File: config.mk
export PLATFORM = sky130hd
export DESIGN_NAME = gate_dir_sensor
export DESIGN_NICKNAME = d
export VERILOG_FILES = /design/src/rtl/gate_pkg.sv /design/src/rtl/sensor_debounce.sv /design/src/rtl/gate_dir_sensor.sv
export SDC_FILE = /design/constraint.sdc
export NUM_CORES = 1
export LEC_CHECK = 0
export ABC_AREA = 1
export CAP_MARGIN = 20
export CORE_MARGIN = 2
export CORE_UTILIZATION = 53
export DETAILED_ROUTE_END_ITERATION = 8
export HOLD_SLACK_MARGIN = 0.15
export PLACE_DENSITY_LB_ADDON = 0.08
export SYNTH_ARGS = -nofsm -noshare
export SYNTH_HDL_FRONTEND = slang
export SYNTH_HIERARCHICAL = 1
export SYNTH_SLANG_ARGS = --single-unit
export TNS_END_PERCENT = 5
File: constraint.sdc
create_clock -name clk -period 2.2 [get_ports clk]
set_input_delay 0.33 -clock clk [delete_from_list [all_inputs] [get_ports clk]]
set_output_delay 0.33 -clock clk [all_outputs]
set_load 0.01 [all_outputs]
File: src/rtl/gate_pkg.sv
// Shared definitions for the gate direction sensor.
//   - FSM state encoding for the pass-through decoder (3 bits, 8 states)
//   - synchronizer depth and timeout counter width
//   - active-low request levels used on the up/down outputs
package gate_pkg;

   localparam int SYNC_STAGES = 2;
   localparam int TMO_W       = 8;

   // The occupancy counter's request inputs are active-low.
   localparam logic REQ_ON  = 1'b0;
   localparam logic REQ_OFF = 1'b1;

   typedef enum logic [2:0] {
      IDLE   = 3'd0,
      IN_A   = 3'd1,
      IN_AB  = 3'd2,
      IN_B   = 3'd3,
      OUT_B  = 3'd4,
      OUT_BA = 3'd5,
      OUT_A  = 3'd6,
      ABORT  = 3'd7
   } state_t;

endpackage

File: src/rtl/sensor_debounce.sv
// Synchronizer and debouncer for one raw active-low beam sensor.
// Ports:
//   clk    - system clock, rising edge
//   reset  - asynchronous, active-high
//   raw    - raw beam level, asynchronous to clk (0 = blocked)
//   level  - debounced beam level (0 = blocked), resets to 1 (clear)
// The debounced level only follows the synchronized sample after
// DEB_CYCLES consecutive samples that disagree with the current level;
// any sample that agrees with the current level restarts the count.
module sensor_debounce
   import gate_pkg::*;
#(
   parameter int DEB_CYCLES = 4
) (
   input  logic clk,
   input  logic reset,
   input  logic raw,
   output logic level
);

   logic [SYNC_STAGES-1:0] sync;
   logic [3:0]             cnt;
   logic                   samp;

   assign samp = sync[SYNC_STAGES-1];

   // NOTE: the synchronizer resets to the "clear" level so that a sensor
   // is never seen as blocked merely because reset was released.
   always_ff @(posedge clk or posedge reset) begin
      if (reset) begin
         sync  <= '1;
         cnt   <= '0;
         level <= 1'b1;
      end else begin
         // NOTE: non-blocking assignments keep every register here sampling
         // the pre-edge values, so shift and counter update stay in step.
         sync <= {sync[SYNC_STAGES-2:0], raw};
         if (samp == level) begin
            cnt <= '0;
         end else if (cnt == 4'(DEB_CYCLES - 1)) begin
            level <= samp;
            cnt   <= '0;
         end else begin
            cnt <= cnt + 4'd1;
         end
      end
   end

endmodule

File: src/rtl/gate_dir_sensor.sv
// Direction decoder for a single-lane gate with two beams (A outer,
// B inner). Drives the occupancy counter's active-low request inputs.
// Ports:
//   clk        - system clock, rising edge
//   reset      - asynchronous, active-high
//   sens_a     - raw outer beam, active-low, asynchronous
//   sens_b     - raw inner beam, active-low, asynchronous
//   led_full   - counter full flag, active-high
//   led_empty  - counter empty flag, active-high
//   up         - entry request, active-low one-cycle pulse
//   down       - exit request, active-low one-cycle pulse
//   err        - one-cycle pulse on abort (timeout or illegal transition)
//   reject     - one-cycle pulse when a completed pass is suppressed
//   busy       - high while the decoder is not idle
module gate_dir_sensor
   import gate_pkg::*;
#(
   parameter int DEB_CYCLES = 4,
   parameter int TMO_CYCLES = 64
) (
   input  logic clk,
   input  logic reset,
   input  logic sens_a,
   input  logic sens_b,
   input  logic led_full,
   input  logic led_empty,
   output logic up,
   output logic down,
   output logic err,
   output logic reject,
   output logic busy
);

   localparam logic [TMO_W-1:0] TMO_LAST = TMO_W'(TMO_CYCLES - 1);

   logic             lvl_a;
   logic             lvl_b;
   logic [1:0]       ab;
   state_t           state;
   state_t           nxt;
   logic [TMO_W-1:0] tmo_cnt;
   logic             illegal;
   logic             timed_out;
   logic             entry_done;
   logic             exit_done;

   sensor_debounce #(.DEB_CYCLES(DEB_CYCLES)) u_deb_a (
      .clk   (clk),
      .reset (reset),
      .raw   (sens_a),
      .level (lvl_a)
   );

   sensor_debounce #(.DEB_CYCLES(DEB_CYCLES)) u_deb_b (
      .clk   (clk),
      .reset (reset),
      .raw   (sens_b),
      .level (lvl_b)
   );

   // {a, b}: 1 means the beam is blocked.
   assign ab = {~lvl_a, ~lvl_b};

   // Transition table. Pairs not listed for a state hold the state;
   // pairs that skip a step of the sequence abort.
   always_comb begin
      // NOTE: every combinational output gets a default first so no path
      // through the case statement can infer a latch.
      nxt        = state;
      illegal    = 1'b0;
      timed_out  = 1'b0;
      entry_done = 1'b0;
      exit_done  = 1'b0;

      case (state)
         IDLE: begin
            case (ab)
               2'b10:   nxt = IN_A;
               2'b01:   nxt = OUT_B;
               2'b11:   illegal = 1'b1;
               default: ;
            endcase
         end
         IN_A: begin
            case (ab)
               2'b11:   nxt = IN_AB;
               2'b00:   nxt = IDLE;        // backed out
               2'b01:   illegal = 1'b1;
               default: ;
            endcase
         end
         IN_AB: begin
            case (ab)
               2'b01:   nxt = IN_B;
               2'b10:   nxt = IN_A;
               2'b00:   illegal = 1'b1;
               default: ;
            endcase
         end
         IN_B: begin
            case (ab)
               2'b00: begin
                  nxt        = IDLE;
                  entry_done = 1'b1;
               end
               2'b11:   nxt = IN_AB;
               2'b10:   illegal = 1'b1;
               default: ;
            endcase
         end
         OUT_B: begin
            case (ab)
               2'b11:   nxt = OUT_BA;
               2'b00:   nxt = IDLE;        // backed out
               2'b10:   illegal = 1'b1;
               default: ;
            endcase
         end
         OUT_BA: begin
            case (ab)
               2'b10:   nxt = OUT_A;
               2'b01:   nxt = OUT_B;
               2'b00:   illegal = 1'b1;
               default: ;
            endcase
         end
         OUT_A: begin
            case (ab)
               2'b00: begin
                  nxt       = IDLE;
                  exit_done = 1'b1;
               end
               2'b11:   nxt = OUT_BA;
               2'b01:   illegal = 1'b1;
               default: ;
            endcase
         end
         ABORT: begin
            if (ab == 2'b00) nxt = IDLE;
         end
         default: nxt = IDLE;
      endcase

      if (illegal) nxt = ABORT;

      // A legal move in the same cycle as the deadline wins over the timeout.
      if (nxt == state && state != IDLE && state != ABORT && tmo_cnt == TMO_LAST) begin
         nxt       = ABORT;
         timed_out = 1'b1;
      end
   end

   always_ff @(posedge clk or posedge reset) begin
      if (reset) begin
         state   <= IDLE;
         tmo_cnt <= '0;
         up      <= REQ_OFF;
         down    <= REQ_OFF;
         err     <= 1'b0;
         reject  <= 1'b0;
         busy    <= 1'b0;
      end else begin
         state <= nxt;

         // Clears on any state change; only runs inside a pass sequence.
         if (nxt != state || state == IDLE || state == ABORT)
            tmo_cnt <= '0;
         else
            tmo_cnt <= tmo_cnt + 1'b1;

         // Outputs are registered from the decision so they appear together
         // with the new state; flags are sampled in the deciding cycle.
         busy   <= (nxt != IDLE);
         err    <= illegal | timed_out;
         up     <= (entry_done && !led_full)  ? REQ_ON : REQ_OFF;
         down   <= (exit_done  && !led_empty) ? REQ_ON : REQ_OFF;
         reject <= (entry_done && led_full) || (exit_done && led_empty);
      end
   end

endmodule

# Word level (Yosys, flattened, before mapping)
# Index checks and enable logic that the tools add are counted.
# totals
regBits	30
latchBits	0
mem_bits_rw	0
romBits	0
input_bits	6
mem_count	0
# classes
add_sub_neg	3
mul	0
n_div	0
order_cmp	0
n_eq_ne	18
shift	0
muxes	24
bitwise	5
reduce_logical	23
# op_table
cell	n
3-bit case mux with 2 select lines	5
3-bit case mux with 6 select lines	1
4-bit two-way mux	4
3-bit == test, second input constant	4
2-bit OR reduction	5
1-bit two-way mux	9
3-bit two-way mux	3
4-bit by 1-bit adder with 4-bit output, second input constant	2
8-bit by 1-bit adder with 8-bit output, second input constant	1
4-bit by 2-bit == test with 1-bit output, second input constant	2
8-bit by 6-bit == test with 1-bit output, second input constant	1
8-bit two-way mux	1
1-bit logical AND	7
3-bit by 2-bit == test with 1-bit output, second input constant	2
3-bit nonzero test	2
2-bit == test, second input constant	2
1-bit inverter	4
1-bit case mux with 4 select lines	1
2-bit AND reduction	2
3-bit by 1-bit == test with 1-bit output, second input constant	1
3-bit == test	1
3-bit zero test	1
1-bit logical OR	3
3-bit inequality test	1
6 further kinds	8

# Longest topological paths before layout
# logic_depth
ltp_word	14
depth_mapped	17
mapped_depth_nobuf	16

# Modules after synthesis
# The synthesis kept the hierarchy.
# by_module_without_submodules
module	n_inst	cells_each	area_per_inst_um2	seq_area_each_um2
gate_dir_sensor	1	149	1266.2	402.9
sensor_debounce	2	29	294.0	178.9

# Worst setup path after synthesis
# No wires, ideal clock.
# synth_timing
path_kind	reg-to-reg
startpoint	register u_deb_a.level
endpoint	register tmo_cnt[2]
setup_time_ns	0.124
t_arrival_ns	2.130
required_ns	2.076
slack_ns	-0.054
stages_incl_launch_ff	18
n_path_buf	1
synth_period_minus_slack_ns	2.254
cell_sequence	dfstp_2 inv_1 ha_1 buf_2 inv_1 nand2_1 nand2_1 nand3_1 nor2_4 nand2_1 nand2_1 nand2_1 nor2_2 nand2_4 nand2_1 nand2_2 nand3b_4 nor3_2
# synth_between
elab_chain_cells	14
elab_cells_between_ends	27
# synth_rtl
item	line	rtl
from (decl)	sensor_debounce.sv:18	output logic level
from (signal assigned)	sensor_debounce.sv:41	level <= samp;
1-bit inverter *	gate_dir_sensor.sv:62	assign ab = {~lvl_a, ~lvl_b};
2-bit == test, or another cell as far along	n/a	
3-bit case mux with 2 select lines, or another cell as far along	gate_dir_sensor.sv:112	case (ab)
3-bit case mux with 6 select lines or 1-bit case mux with 4 select lines (tied branches)	gate_dir_sensor.sv:75	case (state)
3-bit two-way mux *	gate_dir_sensor.sv:144	if (illegal) nxt = ABORT;
3-bit == test	gate_dir_sensor.sv:147	if (nxt == state && state != IDLE && state != ABORT && tmo_cnt == TMO_LAST) begin
1-bit logical AND (3 in series)	gate_dir_sensor.sv:147	
3-bit two-way mux *	gate_dir_sensor.sv:147	
net nxt[1]	gate_dir_sensor.sv:40	state_t nxt;
3-bit inequality test *	gate_dir_sensor.sv:166	if (nxt != state || state == IDLE || state == ABORT)
1-bit logical OR * (2 in series)	gate_dir_sensor.sv:166	
8-bit two-way mux *	gate_dir_sensor.sv:166	
to (signal assigned)	gate_dir_sensor.sv:169	tmo_cnt <= tmo_cnt + 1'b1;
to (decl)	gate_dir_sensor.sv:41	logic [TMO_W-1:0] tmo_cnt;
# The timed path passes the listed nets; every way through them passes the cells marked *.
# A chain may end at the register's enable or synchronous reset.

# Worst setup path in the final report
# layout_timing
startpoint	register u_deb_a.level
endpoint	register tmo_cnt[6]
# The elaborated chain is that of the path after synthesis.

==> metrics.yaml <==
outcome: "finished with violations"
violations: "negative setup slack"
synth_cells: 207
nets: 258
p_sw_share_pct: 49.33
internal_power_w: 0.001964
cts.hold.buffers_added: 0
syn_area_per_cell_um2: 8.958
fin_setup_tns_ns: -1.076
dp_hpwl_mm: 2.801
setup_ws_ns: -0.1399
ys.flop_type: "dfrtp_1"
worstSetupStartpointType: "flip-flop"
antenna_found_initial: 0
finalClockSkew_ns: 0.006796
arrival_ns: 2.58
die_w_um: 63.15
rsz0062_at_grt: "yes"
required_ns: 2.44
gp_congestion: 0.9384
cp_max_fo: 8
r2r-start: "u_deb_a/level"
drive_above_1_share_pct: 44.26
dieHeight_um: 63.15
area.sequential_um2: 762.0
irDropWorstVdd_v: 0.0006463
post-route-min-period_ns: 2.340
slew_headroom_pct: 61.56
power_frac_clock_pct: 8.8
synth_fp_nets: 222
max_freq_ghz: 0.4274
num_vias: 1516
first_global_vias: 1558
io_pins: 11
postRouteWirelength_mm: 4.039
clkTransAtPathRegs_ns: 0.09
multi_input_area_um2: 1055
dr.pass1.iters: 6
period_share_pct: 106.4
hold_path_class: "input port to asynchronous set/reset pin"
core_area_um2: 3337
cts_buffers: 5
ff2ff_path_depth: 14
viasPerCell: 5.228
cts_tree: "built"
antenna_cells: 0
placed_area_um2: 2048
grt_overflow: 0
cts_root_buffer: "clkbuf_4"
drc: 0
fillCellCount: 258
synth_seq_cells: 30
fp-row-count: 21
clock_path_buffers: 2
drv_cap: 0
grt_max_degree: 17
wire_per_inst_um: 13.93
grt_usage_pct: 20.99
tightest_slew_ns: 0.5760
start_util_pct: 55.57
grt_pass1_wl_mm: 6.575
postRouteAntennaNets: 0
dieArea_um2: 3988
cts.sinks: 30
reg2reg_to: "tmo_cnt[6]"
yosys_warnings: 6
htree_num_levels: 2
finalSetupViolations: 9
hold_viol_final: 0
ys_seq_area_share_pct: 41.03
area_delta_synth_final_pct: 25.78
critical_path_class: "flip-flop to flip-flop"
drt_iter0_markers: 55
worstSetupEndpointType: "flip-flop"
p_sw_w: 0.001912
syn-cell-area_um2: 1854
synth.distinct_cells: 30
p_comb_share_pct: 69.8
report.final.slew_viol_count: 0
synth-edff-count: 0
setup.reg_to_reg.worst_slack_ns: -0.14
io_buffers: 10
powerDensity_nw_per_um2: 1662
design_area_um2: 2332
clock_latency_ns: 0.32
power.leakage_nw: 1.119
async_flop_share_pct: 100.0
seq_power_share_pct: 21.4
placed cells by master, fill, tap and decap left out, types with 2 or more instances in the layout:
cell type        synthesis  routed
buf_6                    3       3
clkdlybuf4s50_1          0      10
nand2_4                  3       4
nor2_2                   9       8
nand4_1                  6       6
nor3_2                   8       7
nand2_2                 13      22
a21boi_1                 2       2
xnor2_1                  4       4
nor2_1                   7       6
nand3b_1                 3       3
inv_2                    3       4
o21ai_1                  2       3
buf_4                    0      20
nand3_1                 17      14
nand2_1                 45      35
clkbuf_4                 0       5
ha_4                     0       3
nor2_4                   2       4
nand3_2                  4       7
dfstp_2                  8       8
ha_1                     9       6
xor2_1                   4       4
inv_4                    1       3
inv_1                   22      19
dfrtp_1                 22      21
power by group through the flow:
stage | logic, W | clock network (W) | registers (W)
detailed placement | 0.00199 | 0 | 0.000832
finish | 0.00271 | 0.000339 | 0.000831
global placement | 0.00191 | 0 | 0.000819
global route | 0.00290 | 0.000376 | 0.000851
floorplan | 0.00165 | 0 | 0.000781
CTS | 0.00228 | 0.000347 | 0.000820
synth_stat cells (2+ instances only):
master	number	area share, %
nand2_1	45	9.1
dfrtp_1	22	30
inv_1	22	4.5
nand3_1	17	4.6
nand2_2	13	4.4
ha_1	9	6.1
nor2_2	9	3.0
dfstp_2	8	11
nor3_2	8	4.3
nor2_1	7	1.4
nand4_1	6	2.0
nand3_2	4	2.2
xnor2_1	4	1.9
xor2_1	4	1.9
buf_6	3	1.8
inv_2	3	0.61
nand2_4	3	1.8
nand3b_1	3	1.2
o21ai_0	3	0.81
a21boi_1	2	0.81
nor2_4	2	1.2
o21ai_1	2	0.54
area by class of cell:
type,instances,share of cell area [%]
well taps,46,2.468
multi-input cells,146,45.23
flip-flops and latches,30,32.67
clock buffers,7,2.361
clock inverters,1,0.2146
repair buffers,33,12.18
inverters,27,4.882
repair_timing:
item	in CTS	in global routing
endpoints found under the setup margin	8	10
pin swaps	12	15
setup buffers	9	7
resized for setup	14	17
flip-flops by register name, indices dropped and copies added (netlist names):
signal	flops
u_deb_a/cnt	4
up	1
down	1
u_deb_b/cnt	4
u_deb_a/level	1
u_deb_a/sync	2
state	3
busy	1
u_deb_b/sync	2
u_deb_b/level	1
reject	1
err	1
tmo_cnt	8
metal layers:
metal / routed length, um / track usage (%)
met5: 0 / 0
met4: 63 / 8.056
met3: 116 / 4.464
met2: 2261 / 40.29
met1: 1597 / 22.02
kinds of logic (layout without fill, tap and decap cells):
family          after synthesis  count (layout)  share of synthesized area [%]
simple gates                121             121                          38.73
xor+xnor                      8               8                          3.778
buf+inv                      31              68                          7.962
flops                        30              30                          41.03
fa+ha+maj                     9               9                          6.073
compound gates                8               8                          2.428
metrics by stage:
stage	std cells	worst slack [ns]	hold WS [ns]	total power, W	util [%]
finish	290	-0.1399	0.3130	0.003876	69.89
global route	290	-0.2631	0.3241	0.004123	69.89
CTS	283	-0.06502	0.3040	0.003451	66.37
detailed placement	266	-0.06550	0.3503	0.002819	61.38
global placement	266	0.01072	0.3490	0.002731	61.38
floorplan	207	0.02249	0.1312	0.002429	-
worst max-delay path, cell delays in order (launching register included):
cell and delay (ns):
dfstp_2 0.57, inv_4 0.05, ha_4 0.26, buf_6 0.13
nand4_1 0.12, nand3_2 0.12, nor2_4 0.16, nand3_2 0.10
nand2_2 0.11, nor2_4 0.04, nand2_4 0.11, nand2_2 0.07
nand2_2 0.07, nand3_4 0.15, nor3_2 0.19
worst max-delay path by stage:
stage | startpoint | to | cells past startpoint
6_report | u_deb_a/level | tmo_cnt[6] | 14
5_1_grt | u_deb_a/level | tmo_cnt[6] | 14
4_1_cts | u_deb_b/level | tmo_cnt[6] | 15
3_5_place_dp | u_deb_b/level | tmo_cnt[2] | 15
3_3_place_gp | u_deb_b/level | tmo_cnt[2] | 15
2_1_floorplan | u_deb_b/level | tmo_cnt[2] | 16
Note: power is estimated with default switching activity, not from simulation.
==> RTL edit 1 (same flow settings) <==
Encoding of `state_t`: now Gray code (3 bits for 8 states).
--- a/src/rtl/gate_pkg.sv
+++ b/src/rtl/gate_pkg.sv
@@ -13,12 +13,12 @@
 
    typedef enum logic [2:0] {
-      IDLE   = 3'd0,
-      IN_A   = 3'd1,
-      IN_AB  = 3'd2,
-      IN_B   = 3'd3,
-      OUT_B  = 3'd4,
-      OUT_BA = 3'd5,
-      OUT_A  = 3'd6,
-      ABORT  = 3'd7
+      IDLE   = 3'b000,
+      IN_A   = 3'b001,
+      IN_AB  = 3'b011,
+      IN_B   = 3'b010,
+      OUT_B  = 3'b110,
+      OUT_BA = 3'b111,
+      OUT_A  = 3'b101,
+      ABORT  = 3'b100
    } state_t;
 
Function: no difference found for any inputs over 10 cycles, from zero or initial values and one cycle with reset high; not proved beyond that.
==> RTL edit 1 against the unedited design <==
- wire length down 20%
- synthesized cell count down 9.7%
- sequential cell count unchanged
- synthesized area down 9.0%
- global-route usage down 1.3 points
- final cell count down 12%
- core utilization down 2.2 points
- cell area down 12%
- worst setup slack better by 230 ps
- hold slack worse by 37 ps
- critical path type unchanged
- highest routed layer unchanged
Power is not compared: it rests on default switching activity, and its combinational part moved more than twofold at a synthesized area within 25%.
==> RTL edit 1: results (changes against the unedited design) <==
[layout]
fillers = 247  ; -4.3%
layout.clock_buffers = 6  ; -1
multiInputGateArea_um2 = 913.4  ; -13%
finish.net_count = 224  ; -13%
finalNonFillerCells = 256  ; -12%
multi_input_cells = 130  ; -11%
seq_area_frac = 0.3710  ; +0.04424
non_clock_buffer_count = 18  ; -45%
non_clock_inverter_count = 26  ; -3.7%
final-clk-cell-share = 0.03112  ; +0.005365
layout.nonclk_buf_frac = 0.07810  ; -0.04368
post_route_cells_drive_above_1_share = 0.3538  ; -0.08885

[yosys]
synth_fa_ha_area_frac = 0.05193  ; -0.008800
synthesized_instance_count = 187  ; -9.7%
top_post_synthesis_cells_by_count = 38 x sky130_fd_sc_hd__nand2_1, 22 x sky130_fd_sc_hd__dfrtp_1, 21 x sky130_fd_sc_hd__inv_1
synth_compound_area_frac = 0.04303  ; +0.01874
synth_xor_xnor_area_share = 0.04154  ; +0.003756
postSynth.asyncResetShare = 1.000  ; unchanged
synth_sequential_area_ratio = 0.4510  ; +0.04078
yosys.cell_types.count = 27  ; -10%
syn_nets = 200  ; -9.9%
synth.area.top_cells = sky130_fd_sc_hd__dfrtp_1 33%, sky130_fd_sc_hd__dfstp_2 12%, sky130_fd_sc_hd__nand2_1 8.5%, sky130_fd_sc_hd__ha_1 5.2%, sky130_fd_sc_hd__nor3_2 4.7%

[global_routing]
gr-usage-met3 = 0.04691  ; +0.002265
grt_pass1_wl_mm = 5.326  ; -19%
gr-usage-all-layers = 0.1971  ; -0.01272
grt.met1_usage = 0.2240  ; +0.003860
grt_pass1_vias = 1311  ; -16%
grt_util_met2 = 0.3416  ; -0.06131

[critical_path]
reg2reg_depth = 15  ; +1
regToRegSetupSlack_ps = 90  ; +230 ps
largest_incremental_delay_on_the_critical_path_ps = 550  ; -20 ps
worst_r2r_endpoint = tmo_cnt[3]$_DFF_PP0_
critical_path.max_fanout = 8  ; unchanged
regToRegStartpoint = u_deb_b/level$_DFFE_PP1P_
worst-endpoint-arrival_ps = 2340  ; -240 ps
critPathSlowestCell = sky130_fd_sc_hd__dfstp_2

[clock_tree]
clock_tree.htree_level_count = 2  ; unchanged
clkSinkCount = 30  ; unchanged

[sta]
finalClockSkew_ps = 13.17  ; +6.373 ps
worstMarginPinSlew_ps = 580.3  ; +4.258 ps
fin_hold_ws_ps = 276.5  ; -36.56 ps

[place]
placed_cell_area_um2 = 1868  ; -8.8%
hpwlAfterDp_mm = 2.250  ; -20%
routabilityCongestion = 0.8750  ; -6.8%
placedCellCount = 245  ; -7.9%
dpl_worst_slack_ps = -45.83  ; +19.67 ps

[detailed_routing]
met3RoutedLength_um = 120  ; +3.4%
route.detailed.vias_per_inst = 5.078  ; -2.9%
wl_per_cell_um = 12.56  ; -9.8%
detailroute.wirelength.met2_mm = 1.688  ; -25%
detail_route.wirelength.met1_mm = 1.351  ; -15%
initialDrtViolationCount = 57  ; +3.6%
drtPass1Iterations = 4  ; -2

[power_and_ir_drop]
p_total_mw = 2.116
swShare = 0.4231

[outcome]
status = finished, final reports clean

==> RTL edit 1: what timing repair did <==
action,CTS,global route
cloned,0,0
setup endpoints to repair,8,9
buffers inserted,1,2
pin swaps,3,7
resized for setup,3,18
==> RTL edit 1: how the worst max path moves through the flow <==
stage / cells after the start / start / slack [ps] / to
after detailed placement: 15 / u_deb_b/level$_DFFE_PP1P_ / -50 / tmo_cnt[3]$_DFF_PP0_
after global routing: 15 / u_deb_a/level$_DFFE_PP1P_ / -60 / tmo_cnt[3]$_DFF_PP0_
after floorplan: 15 / u_deb_a/level$_DFFE_PP1P_ / 70 / tmo_cnt[2]$_DFF_PP0_
final: 15 / u_deb_b/level$_DFFE_PP1P_ / 90 / tmo_cnt[3]$_DFF_PP0_
after global placement: 15 / u_deb_a/level$_DFFE_PP1P_ / 40 / tmo_cnt[2]$_DFF_PP0_
after CTS: 15 / u_deb_b/level$_DFFE_PP1P_ / 10 / tmo_cnt[3]$_DFF_PP0_
==> RTL edit 2 (config.mk and constraints unchanged) <==
Made on the original files. The package constant `TMO_W` goes from 8 to 10.
--- a/src/rtl/gate_pkg.sv
+++ b/src/rtl/gate_pkg.sv
@@ -6,5 +6,5 @@
 
    localparam int SYNC_STAGES = 2;
-   localparam int TMO_W       = 8;
+   localparam int TMO_W       = 10;
 
    // The occupancy counter's request inputs are active-low.
Formal check against the unedited RTL: no difference found for any inputs over 10 cycles, from zero or initial values and one cycle with reset high; that may be too few to reach the edited logic, so the function may still have changed.
==> RTL edit 2 against the unedited design <==
- the flow still finishes with violations (negative setup slack)
- synthesized area up 3.1%
- global-route usage about the same
- worst setup slack better by 120 ps
- non-clock buffer count decreased by 4
- sequential cell count grew 2
- cell area stayed put
- hold slack worse by 41 ps
- power down 11%
- wire length is 3.5% lower
- first-iteration DRC count grew 75%
==> RTL edit 2: results (changes against the unedited design) <==
[outcome]
status = finished, violations left
violations = negative setup slack

[place]
placedCellCount = 290  ; +9.0%
placed_cell_area_um2 = 2127  ; +3.8%
hpwlAfterDp_mm = 2.790  ; -0.40%
routabilityCongestion = 0.8787  ; -6.4%

[sta]
final_setup_violating_endpoints = 9  ; unchanged
slew_headroom = 0.5668  ; -0.04877
postLayoutSetupSlackWorst_ps = -21.82  ; +118.1 ps
finalClockSkew_ps = 6.735  ; -0.06067 ps

[yosys]
synth_sequential_area_ratio = 0.4241  ; +0.01383
synthesized_instance_count = 227  ; +9.7%
synth.area.top_cells = sky130_fd_sc_hd__dfrtp_1 31%, sky130_fd_sc_hd__dfstp_2 11%, sky130_fd_sc_hd__nand2_1 9.2%, sky130_fd_sc_hd__ha_1 5.9%, sky130_fd_sc_hd__nor2_2 5.6%

[global_routing]
gr-usage-all-layers = 0.2103  ; +0.0004850
grt_start_max_net_pins = 19  ; +2
grt_pass1_vias = 1621  ; +4.0%

[critical_path]
regToRegStartpoint = u_deb_b/level$_DFFE_PP1P_
critical_path.max_fanout = 6  ; -2

[layout]
post_route_cells_drive_above_1_share = 0.3487  ; -0.09396
finish.net_count = 275  ; +6.6%
top_regs = tmo_cnt (10), u_deb_a/cnt (4), u_deb_b/cnt (4)

[detailed_routing]
detail_route.wirelength.met1_mm = 1.512  ; -5.3%
routed_wirelength_mm = 3.896  ; -3.5%
met3RoutedLength_um = 207  ; +78%
drtPass1Iterations = 4  ; -2
initialDrtViolationCount = 96  ; +75%
detailroute.wirelength.met2_mm = 2.057  ; -9.0%
wl_per_cell_um = 12.69  ; -8.9%

[clock_tree]
clkLatencyLatePin_ps = 340  ; +20 ps

[power_and_ir_drop]
vdd_ir_drop_max_uv = 768.8  ; +19%
p_leak_nw = 1.118  ; -0.11%
p_switching_mw = 1.618  ; -15%

## RTL edit 2: cell count changes in the layout (fill, tap and decap cells not counted), sizes merged, moves of 2 or more
cell / unedited run / this run
nor2: 19 / 33
nor3: 8 / 2
inv: 27 / 32
a21oi: 1 / 5
buf: 23 / 19
nand3b: 4 / 1
nand4: 6 / 9
o21ai: 5 / 2
clkbuf: 7 / 5
dfrtp: 22 / 24
nand3: 22 / 24
xor2: 4 / 6
## RTL edit 2: through the flow
step	utilization	setup TNS [ps]	hold WS [ps]
after floorplan	-	0	131.2
after global placement	0.6275	-233.1	346.1
after detailed placement	0.6275	-1317	347.8
after CTS	0.6748	-9.251	273.7
after global routing	0.6881	-1796	277.6
final	0.6881	-67.33	272.4
## RTL edit 2: path summary, 6_finish.rpt
check,endpoint,slack [ps],cells after the start
hold / removal,u_deb_b/cnt[0]$_DFF_PP0_,270,2
hold reg to reg,u_deb_a/sync[1]$_DFF_PP1_,360,0
max in group asynchronous,tmo_cnt[9]$_DFF_PP0_,1350,2
min in group clk,u_deb_a/sync[1]$_DFF_PP1_,360,0
setup reg to reg,tmo_cnt[0]$_DFF_PP0_,-20,15
setup / recovery,tmo_cnt[0]$_DFF_PP0_,-20,15
## RTL edit 2: kinds of logic (layout without fill, tap and decap cells)
kind of cell | count (synthesis) | count (layout) | synth area share
buffers and inverters | 36 | 69 | 0.08377
xor gates and xnor gates | 9 | 9 | 0.04123
DFF | 32 | 32 | 0.4241
adders and majority gates | 9 | 9 | 0.05890
AOI/OAI and AO/OA | 10 | 10 | 0.03010
and+or+nand+nor | 131 | 132 | 0.3619
## RTL edit 2: repair_timing
item,in CTS,in global routing
setup endpoints to repair,10,13
cloned,1,0
resized for setup,11,6
setup buffers,5,3
pin swaps,8,11
## RTL edit 2: cell type report
class	instances	share of cell area
clock buffer	5	0.01609
timing repair buffer	29	0.1041
multi-input combinational	160	0.4356
inverter	32	0.05365
clock inverter	3	0.01824
tap	46	0.02468
sequential	32	0.3476
## RTL edit 2: power by group through the flow
stage	Clock, mW	Combinational [mW]	Sequential [mW]
2_1_floorplan	0	1.35	0.812
3_3_place_gp	0	1.66	0.848
3_5_place_dp	0	1.71	0.850
4_1_cts	0.461	1.99	0.840
5_1_grt	0.489	2.35	0.860
6_report	0.452	2.15	0.844
## RTL edit 2: per-layer routing
metal  track usage  vias up
li1              -      779
met1        0.2294      723
met2        0.3750       49
met3       0.06338       14
met4       0.08967        0
met5             0        -
